$ cat src/rtl/fir_pkg.sv
// Shared constants and encodings for the 3-tap FIR MAC sequencer.
// Default coefficients are 1, 2 and 3.
package fir_pkg;
  localparam int DATA_W  = 8;
  localparam int COEFF_W = 8;
  localparam int TAPS    = 3;
  localparam int TAP_W   = 2;
  localparam int ACC_W   = DATA_W + COEFF_W + 2;

  typedef enum logic [1:0] {
    S_IDLE = 2'd0,
    S_MAC  = 2'd1,
    S_DONE = 2'd2
  } state_t;

  function automatic logic [COEFF_W-1:0] coef_default(
    input int i
  );
    return COEFF_W'(i + 1);
  endfunction
endpackage

$ cat src/rtl/fir_mac_unit.sv
// Registered multiply-accumulate with synchronous clear.
// sum is the value acc takes on the next enabled edge.
module fir_mac_unit
  import fir_pkg::*;
(
  input  logic               CLK,
  input  logic               RST,
  input  logic               clr,
  input  logic               en,
  input  logic [DATA_W-1:0]  a,
  input  logic [COEFF_W-1:0] b,
  output logic [ACC_W-1:0]   acc,
  output logic [ACC_W-1:0]   sum
);
  localparam int PW = DATA_W + COEFF_W;

  logic [PW-1:0] prod;

  assign prod = {{COEFF_W{1'b0}}, a} * {{DATA_W{1'b0}}, b};
  assign sum  = acc + {{(ACC_W-PW){1'b0}}, prod};

  always_ff @(posedge CLK or posedge RST) begin
    if (RST) begin
      acc <= '0;
    end else if (clr) begin
      acc <= '0;
    end else if (en) begin
      acc <= sum;
    end
  end
endmodule

$ cat src/rtl/fir_mac_sequencer.sv
// 3-tap FIR sequencer: one MAC per cycle over a shared multiplier,
// sample and result on valid/ready, runtime coefficient writes.
module fir_mac_sequencer
  import fir_pkg::*;
(
  input  logic               CLK,
  input  logic               RST,
  input  logic               in_valid,
  input  logic [DATA_W-1:0]  in_data,
  output logic               in_ready,
  input  logic               coef_we,
  input  logic [TAP_W-1:0]   coef_addr,
  input  logic [COEFF_W-1:0] coef_data,
  output logic               coef_ack,
  output logic               out_valid,
  output logic [ACC_W-1:0]   out_data,
  input  logic               out_ready,
  output logic               busy
);
  state_t state, state_nxt;

  logic [TAP_W-1:0]   tap;
  logic [DATA_W-1:0]  dl [TAPS];
  logic [COEFF_W-1:0] cf [TAPS];
  logic               accept;
  logic               retire;
  logic               mac_en;
  logic               last;
  logic [ACC_W-1:0]   mac_acc;
  logic [ACC_W-1:0]   mac_sum;

  assign last = (tap == TAP_W'(TAPS - 1));
  assign coef_ack = coef_we && (state != S_MAC)
                 && (coef_addr < TAP_W'(TAPS));

  always_comb begin
    state_nxt = state;
    in_ready  = 1'b0;
    busy      = 1'b0;
    mac_en    = 1'b0;
    accept    = 1'b0;
    retire    = 1'b0;
    unique case (state)
      S_IDLE: begin
        in_ready = 1'b1;
        accept   = in_valid;
        if (in_valid) state_nxt = S_MAC;
      end
      S_MAC: begin
        busy   = 1'b1;
        mac_en = 1'b1;
        if (last) state_nxt = S_DONE;
      end
      S_DONE: begin
        in_ready = out_ready;
        retire   = out_ready;
        accept   = in_valid && out_ready;
        if (out_ready) begin
          state_nxt = in_valid ? S_MAC : S_IDLE;
        end
      end
      default: state_nxt = S_IDLE;
    endcase
  end

  always_ff @(posedge CLK or posedge RST) begin
    if (RST) state <= S_IDLE;
    else     state <= state_nxt;
  end

  always_ff @(posedge CLK or posedge RST) begin
    if (RST) begin
      tap       <= '0;
      out_valid <= 1'b0;
      out_data  <= '0;
      for (int i = 0; i < TAPS; i++) begin
        dl[i] <= '0;
        cf[i] <= coef_default(i);
      end
    end else begin
      if (accept) begin
        dl[0] <= in_data;
        for (int i = 1; i < TAPS; i++) dl[i] <= dl[i-1];
        tap <= '0;
      end else if (mac_en) begin
        tap <= tap + 1'b1;
      end
      for (int i = 0; i < TAPS; i++) begin
        if (coef_ack && coef_addr == TAP_W'(i)) begin
          cf[i] <= coef_data;
        end
      end
      // final tap folds straight into the result register
      if (mac_en && last) begin
        out_data  <= mac_sum;
        out_valid <= 1'b1;
      end else if (retire) begin
        out_valid <= 1'b0;
      end
    end
  end

  fir_mac_unit u_mac (
    .CLK (CLK),
    .RST (RST),
    .clr (accept),
    .en  (mac_en),
    .a   (dl[tap]),
    .b   (cf[tap]),
    .acc (mac_acc),
    .sum (mac_sum)
  );
endmodule

$ cat config.mk
export PLATFORM = sky130hd
export DESIGN_NAME = fir_mac_sequencer
export DESIGN_NICKNAME = d
export VERILOG_FILES = /design/src/rtl/fir_pkg.sv /design/src/rtl/fir_mac_unit.sv /design/src/rtl/fir_mac_sequencer.sv
export SDC_FILE = /design/constraint.sdc
export NUM_CORES = 1
export LEC_CHECK = 0
export CORE_MARGIN = 2
export CORE_UTILIZATION = 58
export CTS_CLUSTER_DIAMETER = 30
export CTS_CLUSTER_SIZE = 16
export DETAILED_ROUTE_END_ITERATION = 6
export PLACE_DENSITY_LB_ADDON = 0.08
export SLEW_MARGIN = 20
export SYNTH_ARGS = -nofsm -noshare
export SYNTH_HDL_FRONTEND = slang
export SYNTH_SLANG_ARGS = --single-unit
$ cat constraint.sdc
create_clock -name CLK -period 9.68 [get_ports CLK]
set_input_delay 1.452 -clock CLK [delete_from_list [all_inputs] [get_ports CLK]]
set_output_delay 1.452 -clock CLK [all_outputs]
set_load 0.005 [all_outputs]
### After elaboration in Yosys (flattened, before gate mapping)

Index checks and enable logic that the tools add are counted.

* latch bits: 0
* flip-flop bits (word level): 89
* RAM bits: 0
* output and inout port bits: 22
* ROM bits: 0
* bits of input ports: 23
* memories: 0

* multiply operators: 1
* shift-type cells: 0
* bitwise gates (word level): 1
* reductions and logical operators: 12
* divide/modulo/power cells: 0
* add/sub/neg operators: 2
* eq/ne operators: 9
* multiplexer cells: 21
* magnitude comparators: 2

Operators by type and width (count)
* two-way mux 18 bit: 2
* binary-select mux 8 bit (select 2 bit): 2
* two-way mux 8 bit: 4
* adder 18 x 16 -> 18 bit: 1
* multiplier 8 x 8 -> 16 bit: 1
* two-way mux 2 bit: 5
* logical AND 1 bit: 7
* == test 2 bit (second input constant): 3
* != test 2 bit (second input constant): 3
* case mux 2 bit (3 select lines): 1
* two-way mux 1 bit: 5
* == test 2 x 1 -> 1 bit (second input constant): 2
* logical NOT 2 bit: 2
* case mux 1 bit (2 select lines): 2
* nonzero test 2 bit: 2
* >= comparator 3 bit (second input constant): 1
* inverter 2 -> 3 bit: 1
* AND reduction 3 bit: 1
* adder 2 x 1 -> 2 bit (second input constant): 1
* less-than comparator 2 bit (second input constant): 1
* != test 2 x 1 -> 1 bit (second input constant): 1

### Logic depth before layout (Yosys ltp)

* depth in word-level cells: 8
* depth in mapped cells: 23
* gate-level depth less buffers: 21

### Hierarchy

From an unflattened synthesis, not the netlist that was laid out.

* cells, all modules: 619
* area total of the unflattened synthesis: 6515.0 µm²

By module, submodules not included
* fir_mac_unit: times used 1, seq. area each 450.4 µm², cells each 395, area each 3453.3 µm²
* fir_mac_sequencer: times used 1, seq. area each 1781.7 µm², cells each 224, area each 3061.7 µm²

### Worst setup path after synthesis

No wires, ideal clock.

* path type: register to register
* start: register tap[1]
* end: register u_mac.acc[17]
* arrival time: 5.238 ns
* setup time: 0.069 ns
* path buffers: 2
* setup slack: 4.373 ns
* stages on the path, launching flop included: 19
* required time: 9.611 ns
* path through: dfrtp_1 -> buf_2 -> buf_2 -> mux2i_1 -> nor2_1 -> a21oi_1 -> nor2_1 -> fa_1 -> fa_1 -> fa_1 -> inv_1 -> fa_1 -> inv_1 -> ha_1 -> a21o_1 -> o21a_1 -> o31a_1 -> or4_1 -> nand3_1

* cells in the longest elaborated chain, start to end: 8
* elaborated cells between the ends (all ways): 11

Ends and longest elaborated chain
* from (decl): RTL line fir_mac_sequencer.sv:22 `logic [TAP_W-1:0] tap;`
* from (signal assigned): RTL line fir_mac_sequencer.sv:86 `tap <= tap + 1'b1;`
* inverter 2 -> 3 bit (implied by the code) (*): RTL line fir_mac_sequencer.sv:108, fir_mac_sequencer.sv:109
* binary-select mux 8 bit (select 2 bit) (on tied branches): RTL line fir_mac_sequencer.sv:108, fir_mac_sequencer.sv:109
* two-way mux 8 bit (on tied branches) (2 in series): RTL line fir_mac_sequencer.sv:108, fir_mac_sequencer.sv:109
* multiplier 8 x 8 -> 16 bit (*): RTL line fir_mac_unit.sv:19 `assign prod = {{COEFF_W{1'b0}}, a} * {{DATA_W{1'b0}}, b};`
* adder 18 x 16 -> 18 bit (*): RTL line fir_mac_unit.sv:20 `assign sum = acc + {{(ACC_W-PW){1'b0}}, prod};`
* two-way mux 18 bit (*): RTL line fir_mac_unit.sv:27 `end else if (en) begin`
* two-way mux 18 bit (*): RTL line fir_mac_unit.sv:25 `end else if (clr) begin`
* to (signal assigned): RTL line fir_mac_unit.sv:28 `acc <= sum;`
* to (decl): RTL line fir_mac_unit.sv:12 `output logic [ACC_W-1:0] acc,`

Mark *: on every way between the ends. The rest lies on a longest branch, timed or not. The select of a mux whose other input is x is not followed.
A chain may end at the register's enable or synchronous reset.

### Final worst setup path

Same ends and word-level chain as after synthesis.

==> key figures <==
Status
  • Status: finished clean

Placed design
  • I/O Buffers: 44
  • Gp weighted congestion: 0.861
  • Hpwl dp: 9990 um

Clock network
  • # hold bufs at CTS: 0
  • CTS tree: done
  • Depth of the CTS H-tree: 3
  • CTS resizes: 0
  • Clock Root Buffer: clkbuf_8
  • CTS clock-pin slew for the worst setup and hold paths: 0.09 ns
  • Number of clock sinks: 89
  • Post-CTS setup-driven buffer insertion count: 0
  • Clock tree buffer depth: 2
  • Worst-skew pair later-pin latency: 0.38 ns
  • CTS Buf Count: 9

Synthesis
  • Synth Net Count: 761
  • Count leader, synth: inv_1
  • Synth cell types: 45
  • Synthesized flop and latch total: 89
  • Seq/Total Area, Yosys: 0.347
  • Top-area cell type share of the netlist area: 0.331
  • Mapped Cells: 647
  • Leading area contributor after synthesis: dfrtp_1
  • Ys Warns: 0
  • Synth area leaders: dfrtp_1, fa_1, mux2_2
  • Post-synthesis instance area: 0.00643 mm^2
  • Synth top cells by count: inv_1, dfrtp_1, nand2_1, nor2_1, mux2_2
  • Avg Inst Size Synth: 9.94 um^2
  • Main flop type after synthesis: dfrtp_1
  • Asr flop ratio synth: 1.00
  • Post-synth EDFFs: 0

Timing
  • Slew @ Worst Pin: 0.967 ns
  • Minimum clock period: 6.35 ns
  • Relative slew margins: 0.355
  • Endpoints failing setup: 0
  • Fmax: 0.157 GHz
  • Fin. max-slew vios: 0
  • Worst Skew: 0.00929 ns
  • Post-route clock period utilization: 0.656
  • Fin. Hold Viols: 0
  • Post-route setup TNS: 0 ns
  • Unrepaired setup endpoints after global routing: false

Drt
  • Starting DRC count in detailed routing: 185
  • DRT antenna net count: 0
  • Vias per Instance: 5.44
  • First-pass DRT Iterations: 4
  • Via count: 4519
  • DRT Wirelength: 13000 um
  • Avg WL per Cell: 15.6 um
  • Post-route DRC: 0

Floorplanning
  • Die area: 0.0119 mm^2
  • Die Width: 109 um
  • Die Ht: 109 um
  • Ports: 45
  • Row count: 38
  • Core area: 0.0108 mm^2
  • Initial Util: 0.593

Finish
  • Layout filler cell count: 908
  • Area Overhead vs Synth: 11.0%
  • Layout cells sized above 1: 0.126
  • Core Util, Final: 0.659
  • ANT cells: 0
  • # nets final: 799

GRT
  • Largest net degree at the start of global routing: 90
  • GRT overflow: 0
  • First-pass GRT wire length: 22000 um
  • GRT Overall Usage: 0.240
  • Initial antenna violation count: 1
  • Vias in the first global route: 4639

Critical path
  • Critical path peak fanout: 20
  • CP required: 10.01 ns
  • CP Capture Type: flop
  • CP arrival: 6.68 ns
  • Worst setup SP type: flop
  • WS Path Type: flop to flop

Job
  • Max-Cap Viols: 0

Hold path
  • Worst hold path class: flop to flop
## cell families (layout without fill, tap and decap cells)
kind of cell | Yosys count | after routing | synth area share
AOI/OAI and AO/OA | 87 | 87 | 0.0799
xor gates and xnor gates | 10 | 10 | 0.0136
adders and majority gates | 91 | 91 | 0.235
buffers and inverters | 124 | 167 | 0.0778
DFF | 89 | 89 | 0.347
muxes | 68 | 68 | 0.116
and+or+nand+nor | 178 | 178 | 0.130
## final cells by class
cell class / count / area [um^2] / share of cell area
multi-input cells: 434 / 3700 / 0.518
flip-flops and latches: 89 / 2230 / 0.313
repair buffers: 47 / 467 / 0.0653
inverters: 104 / 392 / 0.0548
well taps: 140 / 175 / 0.0245
clock buffers: 12 / 145 / 0.0203
clock inverters: 4 / 31.3 / 0.00438
## routing by layer
metal	GRT usage	wire length, um	vias to the layer above
met3	0.0397	619	22
met4	0.0931	250	2
met2	0.378	6260	83
met5	0	13	-
met1	0.336	5830	2228
li1	-	-	2184
## critical path, cell delays in order, from the launching register on
cell and delay [ns]:
dfrtp_1 0.75, nor2_1 0.87, a21oi_1 0.40, or2_2 0.41, fa_1 0.51, fa_1 0.55, inv_1 0.06, fa_1 0.53
inv_1 0.05, fa_1 0.53, inv_1 0.04, ha_1 0.35, o211ai_2 0.09, a21oi_2 0.06, o21a_1 0.21, o31a_1 0.31
or4_1 0.48, nand3_1 0.09
## worst paths after layout
check / startpoint / to / slack, ns / cells past startpoint
worst max-delay path: tap[1]$_DFFE_PP0P_ / u_mac.acc[17]$_DFFE_PP0P_ / 3.33 / 17
worst min-delay path: out_data[10]$_DFFE_PP0P_ / out_data[10]$_DFFE_PP0P_ / 0.49 / 2
worst max register to register: tap[1]$_DFFE_PP0P_ / u_mac.acc[17]$_DFFE_PP0P_ / 3.33 / 17
worst min register to register: out_data[10]$_DFFE_PP0P_ / out_data[10]$_DFFE_PP0P_ / 0.49 / 2
max in group asynchronous: RST / cf[19]$_DFFE_PP0P_ / 7.52 / 3
min in group asynchronous: RST / dl[10]$_DFFE_PP0P_ / 1.60 / 3
## through the flow
| step | hold slack [ns] | cell area (um^2) | setup slack, ns | std cells |
|---|---|---|---|---|
| 6_report | 0.487 | 7140 | 3.33 | 830 |
| 5_1_grt | 0.522 | 7140 | 2.84 | 830 |
| 4_1_cts | 0.492 | 7140 | 3.39 | 830 |
| 3_5_place_dp | 0.470 | 6960 | 3.41 | 814 |
| 3_3_place_gp | 0.462 | 6960 | 3.56 | 814 |
| 2_1_floorplan | 0.466 | 6430 | 4.37 | 647 |
## state kept, by name, indices dropped and copies added, names as in the netlist
| signal | cells |
|---|---|
| cf | 24 |
| dl | 24 |
| out_data | 18 |
| u_mac.acc | 18 |
| state | 2 |
| tap | 2 |
| out_valid | 1 |
## cell usage in the layout (no fill, tap or decap), types with 3 or more instances in the layout
cell	instances
o21a_1	3
o21ai_1	4
a31oi_1	5
or3_1	3
nand4_1	5
xnor2_1	4
xor2_1	6
a21o_1	5
mux2_2	52
nand2b_1	14
dfstp_2	4
nand3_1	25
nand2_1	54
or2_2	6
dfrtp_1	85
fa_1	50
o21ai_0	30
inv_1	102
clkinv_4	3
clkdlybuf4s50_1	44
ha_1	41
a21oi_1	27
mux2i_1	16
nor2b_1	4
clkbuf_8	10
nor3_1	5
nor2_1	54
o21bai_1	4
Power is not shown: default switching activity piles up to over one toggle a cycle in this logic, so the estimate is an artifact.
